## config.mk

```make
export PLATFORM = sky130hd
export DESIGN_NAME = dbg_ram_responder_flat
export DESIGN_NICKNAME = d
export VERILOG_FILES = /design/src/rtl/mem_pkg.sv /design/src/rtl/dbg_ram_responder_if.sv /design/src/rtl/dbg_ram_array.sv /design/src/rtl/dbg_ram_responder.sv /design/src/flat_wrapper.sv
export SDC_FILE = /design/constraint.sdc
export NUM_CORES = 2
export LEC_CHECK = 0
export BUFFER_PORTS_ARGS = -buffer_cell sky130_fd_sc_hd__buf_2
export CORE_UTILIZATION = 50
export CTS_BUF_LIST = sky130_fd_sc_hd__clkbuf_4
export DETAILED_ROUTE_END_ITERATION = 8
export GPL_TIMING_DRIVEN = 0
export PLACE_DENSITY_LB_ADDON = 0.12
export REMOVE_ABC_BUFFERS = 1
export SETUP_SLACK_MARGIN = 0.05
export SYNTH_ARGS = -nofsm -noshare
export SYNTH_HDL_FRONTEND = slang
export SYNTH_HIERARCHICAL = 1
export SYNTH_SLANG_ARGS = --single-unit
```

## constraint.sdc

```tcl
create_clock -name clk_i -period 4.24 [get_ports clk_i]
set_clock_uncertainty 0.05 [all_clocks]
set_input_delay 0.212 -clock clk_i [delete_from_list [all_inputs] [get_ports clk_i]]
set_output_delay 0.212 -clock clk_i [all_outputs]
set_load 0.02 [all_outputs]
```

## src/rtl/mem_pkg.sv

```systemverilog
// Shared constants and FSM/owner types for the debug-window RAM responder.
package mem_pkg;

  localparam logic [31:0] DBG_BASE  = 32'h0000_0700;
  localparam logic [31:0] DBG_SIZE  = 32'h0000_0100;
  localparam logic [31:0] MAIN_BASE = 32'h1000_0000;

  typedef enum logic {IDLE, WAIT} state_t;
  typedef enum logic {OWN_INSTR, OWN_DATA} owner_t;

endpackage

```

## src/rtl/dbg_ram_responder_if.sv

```systemverilog
// Request/grant/rvalid bundle for the fetch and data ports of the debug RAM.
// Error flags exist only when DBG_RAM_ERR_EN is defined.
interface dbg_ram_responder_if;

  logic        instr_req_i;
  logic        instr_gnt_o;
  logic        instr_rvalid_o;
  logic [31:0] instr_addr_i;
  logic [31:0] instr_rdata_o;
  logic        data_req_i;
  logic        data_gnt_o;
  logic        data_rvalid_o;
  logic        data_we_i;
  logic [3:0]  data_be_i;
  logic [31:0] data_addr_i;
  logic [31:0] data_wdata_i;
  logic [31:0] data_rdata_o;
`ifdef DBG_RAM_ERR_EN
  logic        instr_err_o;
  logic        data_err_o;

  modport slave (
    input  instr_req_i, instr_addr_i,
    output instr_gnt_o, instr_rvalid_o, instr_rdata_o, instr_err_o,
    input  data_req_i, data_we_i, data_be_i, data_addr_i, data_wdata_i,
    output data_gnt_o, data_rvalid_o, data_rdata_o, data_err_o
  );

  modport master (
    output instr_req_i, instr_addr_i,
    input  instr_gnt_o, instr_rvalid_o, instr_rdata_o, instr_err_o,
    output data_req_i, data_we_i, data_be_i, data_addr_i, data_wdata_i,
    input  data_gnt_o, data_rvalid_o, data_rdata_o, data_err_o
  );
`else
  modport slave (
    input  instr_req_i, instr_addr_i,
    output instr_gnt_o, instr_rvalid_o, instr_rdata_o,
    input  data_req_i, data_we_i, data_be_i, data_addr_i, data_wdata_i,
    output data_gnt_o, data_rvalid_o, data_rdata_o
  );

  modport master (
    output instr_req_i, instr_addr_i,
    input  instr_gnt_o, instr_rvalid_o, instr_rdata_o,
    output data_req_i, data_we_i, data_be_i, data_addr_i, data_wdata_i,
    input  data_gnt_o, data_rvalid_o, data_rdata_o
  );
`endif

endinterface

```

## src/rtl/dbg_ram_array.sv

```systemverilog
// Single-port DEPTH x 32 word RAM: synchronous read, per-byte write enables, no reset.
module dbg_ram_array #(
  parameter int DEPTH = 64,
  parameter int AW    = 6
) (
  input  logic          clk_i,
  input  logic          en_i,
  input  logic          we_i,
  input  logic [3:0]    be_i,
  input  logic [AW-1:0] addr_i,
  input  logic [31:0]   wdata_i,
  output logic [31:0]   rdata_o
);

  logic [31:0] r_mem [DEPTH];

  always_ff @(posedge clk_i) begin
    if (en_i) begin
      if (we_i) begin
        for (int b = 0; b < 4; b++) begin
          if (be_i[b]) r_mem[addr_i][8*b +: 8] <= wdata_i[8*b +: 8];
        end
      end
      rdata_o <= r_mem[addr_i];
    end
  end

endmodule

```

## src/rtl/dbg_ram_responder.sv

```systemverilog
// Two-port (fetch/data) responder for the debug window over one shared word RAM.
// Round-robin arbitration, WAIT_CYCLES wait states before gnt; DBG_RAM_ERR_EN adds range errors.
module dbg_ram_responder
  import mem_pkg::*;
#(
  parameter int DEPTH       = 64,
  parameter int WAIT_CYCLES = 0
) (
  input  logic               clk_i,
  input  logic               rst_i,
  dbg_ram_responder_if.slave bus
);

  localparam int AW = (DEPTH > 1) ? $clog2(DEPTH) : 1;
  localparam int CW = $clog2(WAIT_CYCLES + 2);

  state_t        r_state, w_state_nxt;
  owner_t        r_owner, w_owner_nxt;
  owner_t        r_rr, w_rr_nxt;
  logic          r_contest, w_contest_nxt;
  logic [CW-1:0] r_cnt, w_cnt_nxt;

  logic          w_ireq, w_dreq, w_both, w_owner_req;
  owner_t        w_win;
  logic          w_fire;
  owner_t        w_fire_own;

  logic          w_ram_en, w_ram_we;
  logic [3:0]    w_ram_be;
  logic [AW-1:0] w_ram_addr;
  logic [31:0]   w_ram_rdata;
  logic          w_instr_oor, w_data_oor;

  logic          r_instr_rvalid, r_data_rvalid;
  logic          r_instr_zero, r_data_zero;
  logic          r_instr_err, r_data_err;
  logic [31:0]   r_instr_hold, r_data_hold;
  logic [31:0]   w_instr_rdata, w_data_rdata;

  assign w_ireq = bus.instr_req_i;
  assign w_dreq = bus.data_req_i;
  assign w_both = w_ireq & w_dreq;
  // On conflict the port that did not win the previous conflict goes first.
  assign w_win  = (w_dreq && (!w_ireq || r_rr == OWN_INSTR)) ? OWN_DATA : OWN_INSTR;
  assign w_owner_req = (r_owner == OWN_DATA) ? w_dreq : w_ireq;

`ifdef DBG_RAM_ERR_EN
  assign w_instr_oor = |bus.instr_addr_i[31:AW+2];
  assign w_data_oor  = |bus.data_addr_i[31:AW+2];
`else
  assign w_instr_oor = 1'b0;
  assign w_data_oor  = 1'b0;
`endif

  always_ff @(posedge clk_i or posedge rst_i) begin
    if (rst_i) begin
      r_state   <= IDLE;
      r_owner   <= OWN_INSTR;
      r_rr      <= OWN_INSTR;
      r_contest <= 1'b0;
      r_cnt     <= '0;
    end else begin
      r_state   <= w_state_nxt;
      r_owner   <= w_owner_nxt;
      r_rr      <= w_rr_nxt;
      r_contest <= w_contest_nxt;
      r_cnt     <= w_cnt_nxt;
    end
  end

  always_comb begin
    w_state_nxt   = r_state;
    w_owner_nxt   = r_owner;
    w_rr_nxt      = r_rr;
    w_contest_nxt = r_contest;
    w_cnt_nxt     = r_cnt;
    w_fire        = 1'b0;
    w_fire_own    = r_owner;
    case (r_state)
      IDLE: begin
        if (w_ireq || w_dreq) begin
          if (WAIT_CYCLES == 0) begin
            w_fire     = 1'b1;
            w_fire_own = w_win;
            if (w_both) w_rr_nxt = w_win;
          end else begin
            w_state_nxt   = WAIT;
            w_owner_nxt   = w_win;
            w_contest_nxt = w_both;
            w_cnt_nxt     = CW'(1);
          end
        end
      end
      WAIT: begin
        // Owner abandoning its request is dropped silently.
        if (!w_owner_req) begin
          w_state_nxt = IDLE;
          w_cnt_nxt   = '0;
        end else if (r_cnt == CW'(WAIT_CYCLES)) begin
          w_fire      = 1'b1;
          w_fire_own  = r_owner;
          w_state_nxt = IDLE;
          w_cnt_nxt   = '0;
          if (r_contest) w_rr_nxt = r_owner;
        end else begin
          w_cnt_nxt = r_cnt + CW'(1);
        end
      end
      default: w_state_nxt = IDLE;
    endcase
  end

  always_comb begin
    bus.instr_gnt_o = w_fire && (w_fire_own == OWN_INSTR);
    bus.data_gnt_o  = w_fire && (w_fire_own == OWN_DATA);
    w_ram_en        = w_fire;
    w_ram_we        = bus.data_gnt_o && bus.data_we_i && !w_data_oor;
    w_ram_be        = bus.data_be_i;
    w_ram_addr      = (w_fire_own == OWN_DATA) ? bus.data_addr_i[AW+1:2]
                                               : bus.instr_addr_i[AW+1:2];
  end

  dbg_ram_array #(.DEPTH(DEPTH), .AW(AW)) u_array (
    .clk_i   (clk_i),
    .en_i    (w_ram_en),
    .we_i    (w_ram_we),
    .be_i    (w_ram_be),
    .addr_i  (w_ram_addr),
    .wdata_i (bus.data_wdata_i),
    .rdata_o (w_ram_rdata)
  );

  always_ff @(posedge clk_i or posedge rst_i) begin
    if (rst_i) begin
      r_instr_rvalid <= 1'b0;
      r_data_rvalid  <= 1'b0;
      r_instr_zero   <= 1'b0;
      r_data_zero    <= 1'b0;
      r_instr_err    <= 1'b0;
      r_data_err     <= 1'b0;
      r_instr_hold   <= '0;
      r_data_hold    <= '0;
    end else begin
      r_instr_rvalid <= bus.instr_gnt_o;
      r_data_rvalid  <= bus.data_gnt_o;
      r_instr_zero   <= bus.instr_gnt_o && w_instr_oor;
      r_data_zero    <= bus.data_gnt_o && (bus.data_we_i || w_data_oor);
      r_instr_err    <= bus.instr_gnt_o && w_instr_oor;
      r_data_err     <= bus.data_gnt_o && w_data_oor;
      if (r_instr_rvalid) r_instr_hold <= w_instr_rdata;
      if (r_data_rvalid)  r_data_hold  <= w_data_rdata;
    end
  end

  // RAM output is only meaningful in the rvalid cycle; afterwards the held copy is shown.
  assign w_instr_rdata = r_instr_rvalid ? (r_instr_zero ? 32'h0 : w_ram_rdata) : r_instr_hold;
  assign w_data_rdata  = r_data_rvalid  ? (r_data_zero  ? 32'h0 : w_ram_rdata) : r_data_hold;

  assign bus.instr_rvalid_o = r_instr_rvalid;
  assign bus.data_rvalid_o  = r_data_rvalid;
  assign bus.instr_rdata_o  = w_instr_rdata;
  assign bus.data_rdata_o   = w_data_rdata;

`ifdef DBG_RAM_ERR_EN
  assign bus.instr_err_o = r_instr_err;
  assign bus.data_err_o  = r_data_err;
`endif

endmodule

```

## src/flat_wrapper.sv

```systemverilog
// flat-port wrapper written by rule: the top's interface ports become plain ports
module dbg_ram_responder_flat import mem_pkg::*;
#(
  parameter int DEPTH       = 64,
  parameter int WAIT_CYCLES = 0
)
  (clk_i, rst_i, bus_instr_req_i, bus_instr_addr_i, bus_instr_gnt_o, bus_instr_rvalid_o, bus_instr_rdata_o, bus_data_req_i, bus_data_we_i, bus_data_be_i, bus_data_addr_i, bus_data_wdata_i, bus_data_gnt_o, bus_data_rvalid_o, bus_data_rdata_o);
  dbg_ram_responder_if bus_i ();
  input  logic clk_i;
  input  logic rst_i;
  input wire logic [$bits(bus_i.instr_req_i)-1:0] bus_instr_req_i;
  input wire logic [$bits(bus_i.instr_addr_i)-1:0] bus_instr_addr_i;
  output wire logic [$bits(bus_i.instr_gnt_o)-1:0] bus_instr_gnt_o;
  output wire logic [$bits(bus_i.instr_rvalid_o)-1:0] bus_instr_rvalid_o;
  output wire logic [$bits(bus_i.instr_rdata_o)-1:0] bus_instr_rdata_o;
  input wire logic [$bits(bus_i.data_req_i)-1:0] bus_data_req_i;
  input wire logic [$bits(bus_i.data_we_i)-1:0] bus_data_we_i;
  input wire logic [$bits(bus_i.data_be_i)-1:0] bus_data_be_i;
  input wire logic [$bits(bus_i.data_addr_i)-1:0] bus_data_addr_i;
  input wire logic [$bits(bus_i.data_wdata_i)-1:0] bus_data_wdata_i;
  output wire logic [$bits(bus_i.data_gnt_o)-1:0] bus_data_gnt_o;
  output wire logic [$bits(bus_i.data_rvalid_o)-1:0] bus_data_rvalid_o;
  output wire logic [$bits(bus_i.data_rdata_o)-1:0] bus_data_rdata_o;
  assign bus_i.instr_req_i = bus_instr_req_i;
  assign bus_i.instr_addr_i = bus_instr_addr_i;
  assign bus_instr_gnt_o = bus_i.instr_gnt_o;
  assign bus_instr_rvalid_o = bus_i.instr_rvalid_o;
  assign bus_instr_rdata_o = bus_i.instr_rdata_o;
  assign bus_i.data_req_i = bus_data_req_i;
  assign bus_i.data_we_i = bus_data_we_i;
  assign bus_i.data_be_i = bus_data_be_i;
  assign bus_i.data_addr_i = bus_data_addr_i;
  assign bus_i.data_wdata_i = bus_data_wdata_i;
  assign bus_data_gnt_o = bus_i.data_gnt_o;
  assign bus_data_rvalid_o = bus_i.data_rvalid_o;
  assign bus_data_rdata_o = bus_i.data_rdata_o;
  dbg_ram_responder #(.DEPTH(DEPTH), .WAIT_CYCLES(WAIT_CYCLES)) u_core (.clk_i(clk_i), .rst_i(rst_i), .bus(bus_i));
endmodule
```

==> impl_metrics.env <==
export IMPL_io_buffer_count=120
export IMPL_switching_power_w=0.0135
export IMPL_die_x_um=409
export IMPL_ctsHtreeMaxLevel=6
export IMPL_start_util=0.503
export IMPL_p_leak_nw=31.2
export IMPL_ys_flop_type="edfxtp_1"
export IMPL_slew_viol_final=0
export IMPL_ant_nets=0
export IMPL_synthArstFlopShare=0.0317
export IMPL_worstPathArrival_ps=5200
export IMPL_ys_top_cells_by_count="2080 x edfxtp_1, 297 x nor2_1, 280 x a221oi_1, 250 x a22oi_1, 209 x clkbuf_1"
export IMPL_period_share=1.03
export IMPL_die_area_um2=168000
export IMPL_status="finished, violations left"
export IMPL_worstSetupStartpoint="u_core/r_rr$_DFFE_PP0P_"
export IMPL_vias=51500
export IMPL_yosys_area_top_type="edfxtp_1"
export IMPL_grt_ovfl_total=0
export IMPL_synth_edff_count=2080
export IMPL_reg2reg_depth=7
export IMPL_grt_pass1_vias=49500
export IMPL_dieHeight_um=409
export IMPL_ir_drop_mv=0.436
export IMPL_worstMarginPinSlew_ps=1470
export IMPL_p_seq_frac=0.487
export IMPL_hold_viol=0
export IMPL_insertion_delay_ps=1360
export IMPL_nets=5376
export IMPL_hpwl_um=152000
export IMPL_fmax_mhz=230
export IMPL_grt_pass1_wl_um=366000
export IMPL_wl_per_cell_um=34.2
export IMPL_p_clk_frac=0.352
export IMPL_cp_slowest_cell="nor2_2"
export IMPL_hold_path_class="primary input to flop"
export IMPL_start_kind="flop"
export IMPL_layout_min_cycle_time_ps=4350
export IMPL_holdWs_ps=198
export IMPL_vias_per_cell=6.59
export IMPL_cts_buffers_inserted=574
export IMPL_crit_fanout=55
export IMPL_grt_setup_unrepaired="yes"
export IMPL_clockRootBuffer="clkbuf_4"
export IMPL_crit_path_cell_trace="a21boi_4, buf_8, mux2_8, buf_16, and3b_2, nand2_1, nor2_2"
export IMPL_core_um2=165000
export IMPL_antenna_found_initial=16
export IMPL_grtUsageTotal=0.311
export IMPL_combPwrFrac=0.161
export IMPL_place_gp_congestion=0.833
export IMPL_final_core_util=0.585
export IMPL_critical_path_max_stage_delay_ps=830
export IMPL_grt_max_degree=101
export IMPL_ys_warn_count=6
export IMPL_finalSetupViolCount=74
export IMPL_first_pass_iters=8
export IMPL_synth_top_area_frac=0.753
export IMPL_cts_tree="done"
export IMPL_power_internal_w=0.0359
export IMPL_crit_type="flop to flop"
export IMPL_wl_um=267000
export IMPL_layout_drive_gt1_share=0.321
export IMPL_tns_ps=-2960
export IMPL_yosysMostFrequentCell="edfxtp_1"
export IMPL_path_clk_slew_ps=60
export IMPL_synthCells=4711
export IMPL_rrSetupSlack_ps=-110
export IMPL_synthTopCellsByArea="edfxtp_1 75%, a221oi_1 3.0%, mux2_2 2.5%, mux4_2 2.4%, a22oi_1 2.3%"
export IMPL_synth_seq_area_share=0.773
export IMPL_fin_ws_ps=-110
export IMPL_cap_viol_max_count=0
export IMPL_regToRegEndpoint="u_core/u_array/r_mem[43][21]$_DFFE_PP_"
export IMPL_crit_end="u_core/u_array/r_mem[43][21]$_DFFE_PP_"
export IMPL_critPathTopFamily="simple AND/OR/NAND/NOR gates"
export IMPL_swShare=0.273
export IMPL_rows=149
export IMPL_path_buf_inv=2
export IMPL_synth_distinct_cells=61
export IMPL_avgSynthCellArea_um2=17.6
export IMPL_drc=0
export IMPL_crit_required_ps=5090
export IMPL_p_per_area_nw_per_um2=513
export IMPL_synthToLayoutAreaGrowth_pct=16.2
export IMPL_initialDrtViolationCount=6770
export IMPL_timing_rr_start="u_core/r_rr$_DFFE_PP0P_"
export IMPL_violations="setup timing"
export IMPL_syn_area_um2=83000
export IMPL_slew_headroom=0.0185
export IMPL_crit_cells=7
export IMPL_cts_sinks=2148
export IMPL_cts_path_max_buffers=4
export IMPL_synth_seq_cells=2148
export IMPL_num_io_pins=173
export IMPL_cp_end_kind="flop"
-- sequential cells by signal, indices dropped and copies added (netlist names) --
signal and count:
u_core/bus.data_rvalid_o 1, u_core/bus.instr_rvalid_o 1, u_core/r_data_hold 32, u_core/r_data_zero 1, u_core/r_instr_hold 32, u_core/r_rr 1
u_core/u_array/r_mem 2048, u_core/u_array/rdata_o 32
-- routing by layer --
layer  up-vias  track usage  part of all wire
li1      21000            -                 -
met1     26600        0.431              0.39
met2      3446        0.464              0.45
met3       446       0.0872              0.12
met4         6        0.125             0.035
met5         -            0           0.00015
-- tightest hold or removal path: stages --
cell	delay (ps)
buf_2	190
mux2_4	450
o21ai_0	230
nand2_1	60
a21oi_1	120
or4_4	160
-- worst min-delay path by stage --
stage,from,endpoint,slack [ps],cells after the start
after floorplan,bus_data_wdata_i[0],u_core/u_array/r_mem[0][0]$_DFFE_PP_,260,0
after global placement,bus_data_req_i,u_core/bus.instr_rvalid_o$_DFF_PP0_,410,2
after detailed placement,rst_i,u_core/r_data_zero$_DFF_PP0_,210,2
after CTS,bus_instr_addr_i[3],u_core/u_array/rdata_o[2]$_DFFE_PP_,10,7
after global routing,bus_instr_addr_i[4],u_core/u_array/rdata_o[14]$_DFFE_PP_,90,6
final,bus_data_addr_i[2],u_core/u_array/rdata_o[28]$_DFFE_PP_,200,6
-- repair_timing --
item,CTS,global route
hold endpoints to repair,2388,128
setup endpoints to repair,1924,1372
resized for setup,244,126
hold buffers,52,1
pin swaps,14,25
gates cloned,20,6
setup buffers,26,35
-- layout by cell type (no fill, tap or decap), drive strengths merged, types with 14 or more instances in the layout --
cell            n
a311oi         29
mux2i         146
nor3           41
a211o          15
a21oi          49
nand4          32
dfrtp          68
mux4           89
o2bb2ai        15
dlygate4sd3    52
mux2          205
buf           273
nand4b         14
a22o           62
clkinv         58
clkbuf        837
a222oi         15
a221oi        280
o22ai         130
or4            14
a211oi         29
o22a           15
nand2         208
a31oi          44
inv            24
a22oi         250
o211a          14
nor2          297
o21ai          22
nand3          34
edfxtp       2080
a221o          42
-- stage by stage --
step / power [W] / cells / area (µm²) / worst slack, ps
finish: 0.0494 / 7811 / 96400 / -110
global route: 0.0511 / 7810 / 96400 / -44.6
CTS: 0.0493 / 7757 / 95500 / -183
detailed placement: 0.0315 / 6743 / 86700 / -1190
global placement: 0.0318 / 6651 / 84700 / -36750
floorplan: 0.0285 / 4342 / 81300 / -10150
-- layout make-up --
class	count	area, µm²
antenna	11	27.5
clock buffer	833	6250
clock inverter	83	509
fill	12600	68400
inverter	8	50.0
multi-input combinational	2196	18700
sequential	2148	64200
tap	2189	2740
timing repair buffer	343	3930
-- power groups by stage --
stage | combinational (W) | sequential [W] | clock (W)
after floorplan | 0.00406 | 0.0244 | 0
after global placement | 0.00726 | 0.0245 | 0
after detailed placement | 0.00703 | 0.0245 | 0
after CTS | 0.00759 | 0.0241 | 0.0177
after global routing | 0.00818 | 0.0241 | 0.0188
final | 0.00797 | 0.0241 | 0.0174
-- cells by family (layout without fill, tap and decap cells) --
logic type | count (synthesis) | in the layout | share of synthesized area
compound gates | 1068 | 1068 | 0.101
xor+xnor | 1 | 1 | 0.000106
buf+inv | 377 | 1267 | 0.0200
flops | 2148 | 2148 | 0.773
mux | 436 | 440 | 0.0691
other cells | 0 | 11 | 0
simple gates | 681 | 687 | 0.0362
(Power assumes the default switching activity.)
